`src/rtl/move_input_conditioner.sv`:
```
// Maze-game input stage: synchronises and debounces four direction buttons, generates move_clk,
// and registers mutually exclusive Up/Down/Left/Right levels. Define MOVE_ONESHOT_EN for one step per press.
module move_input_conditioner #(
  parameter int DEBOUNCE_CYCLES = 250000,
  parameter int MOVE_PERIOD     = 1000000
) (
  input  logic       clk,
  input  logic       Reset_n,
  input  logic       BtnU,
  input  logic       BtnD,
  input  logic       BtnL,
  input  logic       BtnR,
  output logic       Up,
  output logic       Down,
  output logic       Left,
  output logic       Right,
  output logic       move_clk,
  output logic [3:0] btn_db
);
  localparam int DW = $clog2(DEBOUNCE_CYCLES);
  localparam int MW = $clog2(MOVE_PERIOD);
  // Acceptance happens on the increment that would take the counter to DEBOUNCE_CYCLES-1
  localparam logic [DW-1:0] DB_LAST   = DW'(DEBOUNCE_CYCLES - 2);
  localparam logic [MW-1:0] MCNT_LAST = MW'(MOVE_PERIOD - 1);
  localparam logic [MW-1:0] MCNT_HALF = MW'(MOVE_PERIOD / 2);

  typedef enum logic [1:0] {STABLE_LO, WAIT_HI, STABLE_HI, WAIT_LO} db_state_t;

  // Every 4-bit button vector is ordered {R,L,U,D}
  logic [3:0]    raw;
  logic [3:0]    sync_a;
  logic [3:0]    sync;
  db_state_t     db_state    [4];
  db_state_t     db_state_nx [4];
  logic [DW-1:0] db_cnt      [4];
  logic [DW-1:0] db_cnt_nx   [4];
  logic [3:0]    btn_db_nx;
  logic [MW-1:0] mcnt;
  logic          load;
  logic [3:0]    win;
  logic [3:0]    dir;

  assign raw = {BtnR, BtnL, BtnU, BtnD};

  always_ff @(posedge clk or negedge Reset_n) begin
    if (!Reset_n) begin
      sync_a <= '0;
      sync   <= '0;
    end else begin
      sync_a <= raw;
      sync   <= sync_a;
    end
  end

  always_comb begin
    for (int i = 0; i < 4; i++) begin
      db_state_nx[i] = db_state[i];
      db_cnt_nx[i]   = db_cnt[i];
      btn_db_nx[i]   = btn_db[i];
      unique case (db_state[i])
        STABLE_LO: if (sync[i]) begin
          db_state_nx[i] = WAIT_HI;
          db_cnt_nx[i]   = '0;
        end
        WAIT_HI: begin
          if (!sync[i]) db_state_nx[i] = STABLE_LO;
          else if (db_cnt[i] == DB_LAST) begin
            db_state_nx[i] = STABLE_HI;
            btn_db_nx[i]   = 1'b1;
          end else db_cnt_nx[i] = db_cnt[i] + DW'(1);
        end
        STABLE_HI: if (!sync[i]) begin
          db_state_nx[i] = WAIT_LO;
          db_cnt_nx[i]   = '0;
        end
        WAIT_LO: begin
          if (sync[i]) db_state_nx[i] = STABLE_HI;
          else if (db_cnt[i] == DB_LAST) begin
            db_state_nx[i] = STABLE_LO;
            btn_db_nx[i]   = 1'b0;
          end else db_cnt_nx[i] = db_cnt[i] + DW'(1);
        end
      endcase
    end
  end

  always_ff @(posedge clk or negedge Reset_n) begin
    if (!Reset_n) begin
      for (int i = 0; i < 4; i++) begin
        db_state[i] <= STABLE_LO;
        db_cnt[i]   <= '0;
      end
      btn_db <= '0;
    end else begin
      for (int i = 0; i < 4; i++) begin
        db_state[i] <= db_state_nx[i];
        db_cnt[i]   <= db_cnt_nx[i];
      end
      btn_db <= btn_db_nx;
    end
  end

  always_ff @(posedge clk or negedge Reset_n) begin
    if (!Reset_n) begin
      mcnt     <= '0;
      move_clk <= 1'b0;
    end else begin
      mcnt     <= (mcnt == MCNT_LAST) ? '0 : mcnt + MW'(1);
      move_clk <= (mcnt >= MCNT_HALF);
    end
  end

  // Fixed priority Right > Left > Up > Down; result is one-hot or zero
  function automatic logic [3:0] pick(input logic [3:0] req);
    logic [3:0] g;
    g = 4'b0000;
    if (req[3])      g = 4'b1000;
    else if (req[2]) g = 4'b0100;
    else if (req[1]) g = 4'b0010;
    else if (req[0]) g = 4'b0001;
    return g;
  endfunction

  assign load = (mcnt == '0);

`ifdef MOVE_ONESHOT_EN
  logic [3:0] armed;
  logic [3:0] released;

  assign released = btn_db & ~btn_db_nx;
  assign win      = pick(btn_db & armed);

  // A release re-arms even if the same edge consumed the button at a load point
  always_ff @(posedge clk or negedge Reset_n) begin
    if (!Reset_n) armed <= 4'b1111;
    else          armed <= (armed & ~(load ? win : 4'b0000)) | released;
  end
`else
  assign win = pick(btn_db);
`endif

  always_ff @(posedge clk or negedge Reset_n) begin
    if (!Reset_n)  dir <= '0;
    else if (load) dir <= win;
  end

  assign Right = dir[3];
  assign Left  = dir[2];
  assign Up    = dir[1];
  assign Down  = dir[0];
endmodule

```
`config.mk`:
```
export PLATFORM = sky130hd
export DESIGN_NAME = move_input_conditioner
export DESIGN_NICKNAME = d
export VERILOG_FILES = /design/src/rtl/move_input_conditioner.sv
export SDC_FILE = /design/constraint.sdc
export NUM_CORES = 1
export LEC_CHECK = 0
export ABC_AREA = 1
export CORE_MARGIN = 1.5
export CORE_UTILIZATION = 30
export CTS_CLUSTER_DIAMETER = 120
export DETAILED_ROUTE_END_ITERATION = 12
export GPL_ROUTABILITY_DRIVEN = 0
export GPL_TIMING_DRIVEN = 0
export PLACE_DENSITY = 0.44
export SLEW_MARGIN = 20
export SYNTH_ARGS = -nofsm -noshare
export SYNTH_HDL_FRONTEND = slang
export SYNTH_SLANG_ARGS = --single-unit
```
`constraint.sdc`:
```
create_clock -name clk -period 1.6 [get_ports clk]
set_input_delay 0.48 -clock clk [delete_from_list [all_inputs] [get_ports clk]]
set_output_delay 0.48 -clock clk [all_outputs]
set_load 0.05 [all_outputs]
```
After elaboration in Yosys (flattened, before gate mapping)

Cells that the tools add are included.

Bits in registers: 117
Output and inout port bits: 9
Word-level logic and storage cells: 170

Add/sub/neg operators: 5
Magnitude comparators: 1
Equal/unequal tests: 49
Mux-type cells: 77
Reduce and logical (&&, ||, !) cells: 21

Operators by type and width:

| cell                  | count |
|---|---|
| $mux 18               | 20 |
| $pmux 18 s4           | 4 |
| $add 18x1->18 const B | 4 |
| $eq 18x18->1 const B  | 4 |
| $mux 2                | 25 |
| $ne 2x2->1 const B    | 24 |
| $pmux 2 s4            | 4 |
| $reduce_and 4->1      | 8 |
| $ne 3x3->1 const B    | 8 |
| $add 20x1->20 const B | 1 |
| $eq 20x20->1 const B  | 1 |
| $ge 20x19->1 const B  | 1 |
| $logic_not 20->1      | 1 |
| $mux 20               | 1 |
| $reduce_and 5->1      | 4 |
| $mux 1                | 17 |
| $eq 2x2->1 const B    | 8 |
| $eq 2x1->1 const B    | 4 |
| $logic_not 2->1       | 4 |
| $pmux 1 s2            | 4 |
| $reduce_bool 2->1     | 4 |
| $mux 4                | 1 |
| $mux 3                | 1 |

Depth between registers and ports, before layout

Gate-level depths: netlist of run 1.

Depth after elaboration: 4
Mapped depth: 11
Mapped depth without buffers: 11

Least setup slack after synthesis of run 1

Ideal clock, no wire load.

Kind: register to register
Start: register db_cnt[36] (netlist name)
End: register db_cnt[39] (netlist name)
Arrival: 1.384 ns
Required time: 1.473 ns
Setup slack: 0.089 ns
Stages on the path, launching flop included: 11
Buffers on the path: 1
Path through: dfrtp_1 inv_1 ha_1 nand2_1 nor2_1 nand4_1 nor2_2 nor2_2 buf_2 nand3b_1 o21ai_0

Word-level cells in the longest chain between the ends: 4

RTL lines:

| element                                       | line   | RTL |
|---|---|---|
| from (decl)                                   | 35     | `logic [DW-1:0] db_cnt [4];` |
| from (signal, indexed assignment)             | 97     | `db_cnt[i] <= db_cnt_nx[i];` |
| $add 18x1->18 or $eq 18x18->1 (tied branches) | --     |  |
| $mux 18 *                                     | 67, 78 |  |
| $mux 18, on equally long branches             | 77, 66 |  |
| $pmux 18 s4 *                                 | 60     | `unique case (db_state[i])` |

Every way passes the cells marked *; elsewhere a longest branch is shown, timed or not. The select of a mux whose other input is x is not followed.
A chain may end at the register's enable or synchronous reset.

Worst setup path after layout of run 1

Start: register db_cnt[36] (netlist name)
End: register db_cnt[48] (netlist name)

The elaborated chain is that of the path after synthesis.

==> results.json, run 1 <==
{
  "synth_ff_type": "dfrtp_1",
  "synth_seq_cells": 117,
  "startpoint_type": "flop",
  "synth_edf_count": 0,
  "final_cell_count_no_fill": 1384,
  "die_area_mm2": 0.0242,
  "clk_latency_ns": 0.41,
  "synthAdderAreaFrac_pct": 1.79,
  "routedWlPerCell_um": 13.3,
  "overflow": 0,
  "setup_slack_ns": -0.0247,
  "portBuffers": 14,
  "final_hold_viol_count": 0,
  "avgSynthCellArea_um2": 7.14,
  "vias": 6438,
  "relSlewSlack_pct": 66.3,
  "worst_setup_path_end_kind": "flop",
  "period_needed_ns": 1.62,
  "reg2reg_depth": 11,
  "drive_above_1_share_pct": 22.9,
  "initial_core_util_pct": 30.7,
  "syn-num-nets": 995,
  "place_area_mm2": 0.00755,
  "first_pass_iters": 5,
  "placedCellCount": 1307,
  "drtIter0Drc": 300,
  "fp.dieH_um": 156,
  "rsz0062_at_grt": "yes",
  "core_area_mm2": 0.0228,
  "crit_type": "flop to flop",
  "rows": 55,
  "vias_per_cell": 4.65,
  "rr_startpoint": "db_cnt[36]",
  "async_flop_share_pct": 100,
  "grt.total_usage_pct": 15.7,
  "cp_data_arrival_time_ns": 1.97,
  "r2r_slack_ns": -0.02,
  "finalWirelength_um": 18400,
  "leakagePower_nw": 3.99,
  "violations": "negative setup slack",
  "synth_top_family_by_area": "simple AND/OR/NAND/NOR gates",
  "yosys.area_share.simple_pct": 37.1,
  "ioPinCount": 15,
  "synth_xor_xnor_area_share_pct": 3.13,
  "synthCells": 979,
  "tightest_slew_ns": 0.506,
  "grt_max_degree": 67,
  "route.detailed.drc": 0,
  "yosysSeqAreaShare_pct": 41.9,
  "diodes": 0,
  "clkTransAtPathRegs_ns": 0.06,
  "fin_crit_sh_pct": 102,
  "setup_tns_ns": -0.214,
  "synth_area_mm2": 0.00699,
  "p_per_area_mw_per_mm2": 833,
  "finalMaxSlewViolations": 0,
  "crit_required_ns": 1.94,
  "finalClockSkew_ns": 0.00614,
  "grt_pass1_wl_um": 30400,
  "r2r_end": "db_cnt[48]",
  "synth.area.mux_share_pct": 0,
  "design_area_mm2": 0.00917,
  "clock_sinks": 117,
  "whs_ns": 0.347,
  "cts_tree": "yes",
  "final-setup-viol-count": 16,
  "die_w_um": 156,
  "synth_compound_area_share_pct": 7.61,
  "syn2layout_area_growth_pct": 31.2,
  "maxCapViolCount": 0,
  "cts_root_buf": "clkbuf_16",
  "cp_max_fo": 6,
  "outcome": "complete, but fails checks",
  "clk_path_buf_depth": 2,
  "fin_nets": 1074,
  "antenna_found_initial": 0,
  "critPathCapture": "db_cnt[48]",
  "hp-class": "flop to flop",
  "yosys_warnings": 0,
  "fmax_mhz": 616,
  "peakVddDrop_v": 0.000590,
  "synthTopCellsByCount": "nand2_1, nor2_1, dfrtp_1, inv_1, nand3_1",
  "hpwlAfterDp_um": 12500,
  "numCtsBuffers": 17,
  "ant_nets": 0,
  "crit_path_start": "db_cnt[36]",
  "htreeDepth": 4,
  "post-place-ws_ns": -0.256,
  "synth.top_cell.area_share_pct": 41.9,
  "synthDistinctLibCells": 37,
  "synthMostInstantiatedCell": "nand2_1",
  "synth_area_leader_cell": "dfrtp_1",
  "grt_pass1_vias": 6012,
  "synth_area_leaders": "dfrtp_1, nand2_1, nor2_1, inv_1, nand3_1"
}
[through the flow]
step / utilization (%) / power, mW
after global routing: 40.3 / 7.96
final: 40.3 / 7.64
after CTS: 37.1 / 7.62
after detailed placement: 33.2 / 3.45
after global placement: 33.0 / 3.44
after floorplan: - / 3.28
[kinds of logic after synthesis]
kind of cell | count (synthesis)
AOI/OAI and AO/OA | 99
and+or+nand+nor | 586
adders and majority gates | 10
DFF | 117
buffers and inverters | 142
xor gates and xnor gates | 25
[registers in the layout, summed over array words and instances (netlist names), named ones only]
name      flops
sync          4
sync_a        4
mcnt         20
db_state      4
dir           4
db_cnt       72
move_clk      1
btn_db        4
[worst max-delay path, cell delays in order, from the launching register on]
cell,delay (ns)
dfrtp_1,0.39
inv_2,0.08
ha_4,0.12
nand2_2,0.05
nor2_2,0.14
nand4_1,0.16
nor2_2,0.19
nor2_4,0.07
clkinv_4,0.10
buf_6,0.14
nand2_1,0.05
o21ai_1,0.07
[routing by layer]
| metal | GRT usage, % | share of wire (%) | up-vias |
|---|---|---|---|
| li1 | - | - | 3339 |
| met1 | 22.4 | 52 | 3006 |
| met2 | 24.1 | 45 | 71 |
| met3 | 2.97 | 2.1 | 22 |
| met4 | 4.76 | 1.1 | 0 |
| met5 | 0 | 0 | - |
[area by class of cell]
cell class	instances	area (µm²)
multi-input cells	720	3930
plain buffers	22	196
flip-flops and latches	117	2940
inverters	120	465
clock inverters	11	149
repair buffers	60	638
well taps	313	392
fillers	2354	13600
clock buffers	21	470
[power breakdown]
part | switching [mW] | internal [mW]
registers | 0.0637 | 3.01
clock network | 1.43 | 2.57
logic | 0.302 | 0.252
total | 1.80 | 5.84
[what timing repair did]
item / CTS / global route
setup endpoints to repair: 95 / 97
cloned: 1 / 7
resized for setup: 92 / 180
hold buffers: 1 / 0
setup buffers: 19 / 19
hold endpoints to repair: 25 / 0
pin swaps: 7 / 37
[cells in the final DEF, fill, tap and decap left out, types with 8 or more instances in the layout]
cell,netlist,routed
buf_2,8,10
buf_4,2,28
buf_6,4,16
clkbuf_16,0,23
dfrtp_1,117,110
inv_1,117,103
inv_2,1,14
nand2_1,281,243
nand2_2,2,34
nand3_1,80,74
nand4_1,54,54
nor2_1,119,101
nor2_2,8,15
nor2_4,3,14
nor3_1,18,14
o21ai_0,70,23
o21ai_1,12,44
o21ai_2,1,16
o21bai_1,10,10
or2_2,8,8
xor2_1,21,21
[worst min-delay path by stage]
stage	from	to	slack, ns	cells past startpoint
floorplan	Reset_n	asynchronous set/reset pin	0.18	0
global placement	sync_a[0]	sync[0]	0.33	0
detailed placement	sync_a[2]	sync[2]	0.34	0
CTS	sync_a[2]	sync[2]	0.35	0
global route	sync_a[0]	sync[0]	0.35	0
finish	sync_a[2]	sync[2]	0.35	0
Note: power is estimated with default switching activity, not from simulation.
==> run 2: changes to the inputs <==
- ABC_AREA: 1 -> 0
- GPL_TIMING_DRIVEN: 0 -> 1
==> results.json, run 2 <==
{
  "cp_max_fo": 4,
  "min-delay-start": "sync_a[0]",
  "antenna_found_initial": 0,
  "setup_slack_ns": -0.219,
  "synth_seq_cells": 117,
  "first_pass_iters": 4,
  "hpwlAfterDp_um": 11400,
  "top_register": "db_cnt",
  "p_per_area_mw_per_mm2": 857,
  "ant_nets": 0,
  "fp.dieH_um": 148,
  "leakagePower_nw": 4.38,
  "synth_area_leaders": "dfrtp_1, nand2_1, nand3_1, nor2_1, mux2i_1",
  "synth_ff_type": "dfrtp_1",
  "core_area_mm2": 0.0204,
  "worst_setup_path_end_kind": "flop",
  "clk_latency_ns": 0.41,
  "routedWlPerCell_um": 14.5,
  "cts_root_buf": "clkbuf_16",
  "place_area_mm2": 0.00799,
  "die_area_mm2": 0.0218,
  "yosysSeqAreaShare_pct": 46.6,
  "crit_type": "flop to flop",
  "initial_core_util_pct": 30.9,
  "portBuffers": 14,
  "ioPinCount": 15,
  "nFillCells": 1869,
  "overflow": 0,
  "relSlewSlack_pct": 75.4,
  "grt.total_usage_pct": 16.0,
  "whs_ns": 0.349,
  "drtIter0Drc": 195,
  "finalClockSkew_ns": 0.00827,
  "violations": "negative setup slack",
  "synth_area_mm2": 0.00628,
  "clkTransAtPathRegs_ns": 0.06,
  "vias_per_cell": 4.97,
  "grt_max_degree": 44,
  "outcome": "complete, but fails checks",
  "diodes": 0,
  "route.detailed.drc": 0,
  "cp_data_arrival_time_ns": 2.16,
  "synth_edf_count": 0,
  "startpoint_type": "flop",
  "vias": 5740,
  "design_area_mm2": 0.00962,
  "layout_commonest_cell": "buf_4",
  "synthTopCellsByCount": "dfrtp_1, nand2_1, nor2_1, nand3_1, o21ai_0",
  "syn2layout_area_growth_pct": 53.0,
  "synthCells": 677,
  "clock_sinks": 117,
  "synthMostInstantiatedCell": "dfrtp_1",
  "die_w_um": 148,
  "hp-class": "flop to flop",
  "period_needed_ns": 1.82,
  "fmax_mhz": 550,
  "post-place-ws_ns": -0.280,
  "rsz0062_at_grt": "yes",
  "grt_pass1_wl_um": 28100,
  "synth.top_cell.area_share_pct": 46.6,
  "maxCapViolCount": 0,
  "drive_above_1_share_pct": 41.5,
  "largest_reg_flops": 72,
  "finalWirelength_um": 16800,
  "fin_crit_sh_pct": 114,
  "cts_tree": "yes",
  "final_cell_count_no_fill": 1156,
  "grt_pass1_vias": 5729,
  "synthDistinctLibCells": 62,
  "mostFrequentLayoutCells": "buf_4, dfrtp_1, nand2_1",
  "syn-num-nets": 693,
  "peakVddDrop_v": 0.000592,
  "tightest_slew_ns": 0.369,
  "yosys_warnings": 0,
  "finalMaxSlewViolations": 0,
  "clk_path_buf_depth": 2,
  "synth_area_leader_cell": "dfrtp_1",
  "final-setup-viol-count": 73,
  "placedCellCount": 1092,
  "utilization_pct": 47.2,
  "fin_nets": 889,
  "setup_tns_ns": -6.56,
  "final_hold_viol_count": 0,
  "power.total_mw": 8.24,
  "crit_required_ns": 1.94,
  "crit_path_start": "db_cnt[42]",
  "reg_top3": "db_cnt: 72 flops, mcnt: 20 flops",
  "avgSynthCellArea_um2": 9.28,
  "htreeDepth": 4,
  "numCtsBuffers": 17,
  "rows": 52,
  "async_flop_share_pct": 100,
  "rr_startpoint": "db_cnt[42]",
  "r2r_slack_ns": -0.22
}
[run 2: cell count changes after synthesis, sizes merged, moves of 27 or more]
cell   delta
nand2   -197
inv      -91
nor2     -71
o21ai    -40
nand4    -29
nand3    -27
[run 2: power by group]
| group | internal [mW] | total, mW | switching [mW] |
|---|---|---|---|
| logic | 0.339 | 0.746 | 0.407 |
| clock network | 2.95 | 4.34 | 1.39 |
| registers | 3.05 | 3.15 | 0.0956 |
[run 2: timing repair]
| action | CTS | global route |
|---|---|---|
| hold buffers | 1 | 0 |
| setup buffers | 20 | 10 |
| cloned | 1 | 0 |
| pin swaps | 60 | 35 |
| gates resized for setup | 86 | 96 |
| setup endpoints to repair | 88 | 96 |
| endpoints found under the hold margin | 9 | 0 |
[run 2: layout make-up]
| type | instances | area (µm²) | area share, % |
|---|---|---|---|
| Clock buffer | 18 | 439 | 4.57 |
| Clock inverter | 14 | 231 | 2.41 |
| Inverter | 30 | 118 | 1.22 |
| Multi-Input combinational cell | 505 | 3770 | 39.2 |
| Sequential cell | 117 | 2940 | 30.6 |
| Tap cell | 270 | 338 | 3.51 |
| Timing Repair Buffer | 202 | 1780 | 18.5 |
[run 2: path summary, 6_finish.rpt]
check | endpoint | cells after the start
setup / recovery | db_cnt[51] | 5
hold / removal | sync[0] | 0
setup reg to reg | db_cnt[51] | 5
hold reg to reg | sync[0] | 0
max in group asynchronous | db_cnt[64] | 3
min in group asynchronous | db_cnt[52] | 2
[run 2: worst max-delay path, stage by stage (launching register included)]
cell and delay [ns]:
dfrtp_1 0.40, buf_6 0.12, nand3_4 0.06, or4_4 0.58, or4_1 0.45, a21oi_2 0.15
[run 2: kinds of logic (layout without fill, tap and decap cells)]
group / count (synthesis) / after routing / synth area share, %
buffers and inverters: 55 / 264 / 4.00
and+or+nand+nor: 330 / 330 / 27.4
adders and majority gates: 10 / 10 / 1.99
muxes: 25 / 25 / 4.04
DFF: 117 / 117 / 46.6
AOI/OAI and AO/OA: 114 / 114 / 12.2
xor gates and xnor gates: 26 / 26 / 3.74
[run 2: per-layer routing]
| metal | vias up | track usage (%) | wire length [µm] |
|---|---|---|---|
| li1 | 2863 | - | - |
| met1 | 2810 | 21.8 | 8310 |
| met2 | 50 | 25.6 | 7930 |
| met3 | 17 | 3.52 | 347 |
| met4 | 0 | 4.60 | 167 |
| met5 | - | 0 | 0 |
==> run 3: changes to the inputs <==
- ABC_CLOCK_PERIOD_IN_PS: default -> 1600
- CORE_MARGIN: 1.5 -> default
- TNS_END_PERCENT: default -> 30
==> results.json, run 3 (same netlist as run 2, synthesis figures left out) <==
{
  "htreeDepth": 4,
  "die_area_mm2": 0.0215,
  "maxCapViolCount": 0,
  "worst_setup_path_end_kind": "flop",
  "finalMaxSlewViolations": 0,
  "fmax_mhz": 549,
  "largest_reg_flops": 72,
  "first_pass_iters": 4,
  "finalWirelength_um": 16500,
  "reg2reg_depth": 6,
  "clk_latency_ns": 0.41,
  "routedWlPerCell_um": 14.6,
  "post-place-ws_ns": -0.263,
  "p_per_area_mw_per_mm2": 842,
  "power.switching_mw": 1.82,
  "clock_sinks": 117,
  "outcome": "complete, but fails checks",
  "rows": 52,
  "diodes": 0,
  "period_needed_ns": 1.82,
  "whs_ns": 0.355,
  "p_int_mw": 5.78,
  "cp_max_fo": 5,
  "hp-class": "flop to flop",
  "numCtsBuffers": 17,
  "fin_nets": 862,
  "setup_slack_ns": -0.223,
  "vias": 5655,
  "cpPeakStageDelay_ns": 0.41,
  "crit_family": "simple AND/OR/NAND/NOR gates",
  "mostFrequentLayoutCells": "buf_4, dfrtp_1, nand2_1",
  "cp_data_arrival_time_ns": 2.11,
  "peakVddDrop_v": 0.000631,
  "cts_tree": "yes",
  "swShare_pct": 23.9,
  "ioPinCount": 15,
  "path_buf_inv": 2,
  "fin_crit_sh_pct": 114,
  "portBuffers": 14,
  "crit_required_ns": 1.89,
  "violations": "negative setup slack",
  "clkTransAtPathRegs_ns": 0.06,
  "reg_top3": "db_cnt: 72 flops, mcnt: 20 flops",
  "multi_input_area_mm2": 0.00351,
  "pwr-share-comb_pct": 9.0,
  "layout_commonest_cell": "buf_4",
  "finalClockSkew_ns": 0.00608,
  "startpoint_type": "flop",
  "overflow": 0,
  "grtUsageMet1_pct": 21.8,
  "die_w_um": 147,
  "fp.dieH_um": 147,
  "cp.depth": 6,
  "clockPowerShare_pct": 49.3,
  "route.detailed.drc": 0,
  "leakagePower_nw": 4.05,
  "crit_chain": "nor4b_4, nand3_2, o41ai_4, buf_4, clkbuf_16, o41ai_1",
  "relSlewSlack_pct": 75.5,
  "hold_depth": 0,
  "antenna_found_initial": 0,
  "rsz0062_at_grt": "yes",
  "drive_above_1_share_pct": 33.3,
  "initial_core_util_pct": 30.9,
  "vias_per_cell": 5.01,
  "grt_max_degree": 38,
  "use_met2_pct": 26.2,
  "top_register": "db_cnt",
  "ant_nets": 0,
  "clk_path_buf_depth": 2,
  "seqPwrFrac_pct": 41.7,
  "cts_root_buf": "clkbuf_16",
  "met3_usage_pct": 2.89,
  "nFillCells": 1963,
  "crit_type": "flop to flop",
  "final_hold_viol_count": 0,
  "core_area_mm2": 0.0204,
  "busiest_layer": "met2",
  "slowest_stage": "dfrtp_1",
  "grt.total_usage_pct": 16.1,
  "register_area_mm2": 0.00294,
  "tightest_slew_ns": 0.367,
  "final-setup-viol-count": 67,
  "hpwlAfterDp_um": 11400,
  "grt_pass1_vias": 5650,
  "syn2layout_area_growth_pct": 43.4,
  "grt_pass1_wl_um": 28000,
  "drtIter0Drc": 328
}
run 3: cell types whose count changed in the layout (fill, tap and decap cells not counted), moves of 7 or more:
cell     delta
o21ai_0    +12
buf_4      -11
nand2_2    -11
nand2_1    +12
o41ai_1     +7
buf_6      -17
o21ai_1     -7
run 3: routing by layer:
layer  wire [µm]  vias up
li1            -     2803
met1        8090     2764
met2        7750       69
met3         400       19
met4         221        0
met5           0        -
run 3: what timing repair did:
item	in CTS	in global routing
gates cloned	0	1
pin swaps	21	31
endpoints found under the setup margin	90	99
endpoints found under the hold margin	19	0
buffers inserted	7	5
gates resized for setup	51	59
hold buffers	1	0
run 3: worst paths after layout:
check	endpoint	start	slack (ns)
max	db_cnt[58]	db_cnt[64]	-0.22
min	sync[0]	sync_a[0]	0.35
max reg2reg	db_cnt[58]	db_cnt[64]	-0.22
min reg2reg	sync[0]	sync_a[0]	0.35
max in group asynchronous	mcnt[0]	Reset_n	0.52
min in group asynchronous	db_cnt[44]	Reset_n	0.53
run 3: layout make-up:
type,instances,area share (%)
inverters,30,1.25
clock buffers,22,5.26
clock inverters,10,1.15
flip-flops and latches,117,32.6
repair buffers,175,17.1
well taps,270,3.75
multi-input cells,505,39.0
run 3: power by group through the flow:
stage          registers [mW]  clock network (mW)  logic, mW
3_5_place_dp             3.20                   0      0.612
5_1_grt                  3.18                3.99      0.762
2_1_floorplan            3.21                   0      0.226
6_report                 3.17                3.75      0.682
4_1_cts                  3.15                3.85      0.653
3_3_place_gp             3.20                   0      0.594
run 3: per-stage QoR:
step           cells  TNS, ns  power, mW  instance area, µm²  util, %
2_1_floorplan    677    -1.40       3.43                6340        -
3_3_place_gp    1083    -9.00       3.79                7900     38.8
3_5_place_dp    1083    -9.61       3.81                7900     38.8
4_1_cts         1123    -6.98       7.66                8720     42.8
5_1_grt         1129   -13.96       7.93                9010     44.3
6_report        1129    -7.76       7.59                9010     44.3
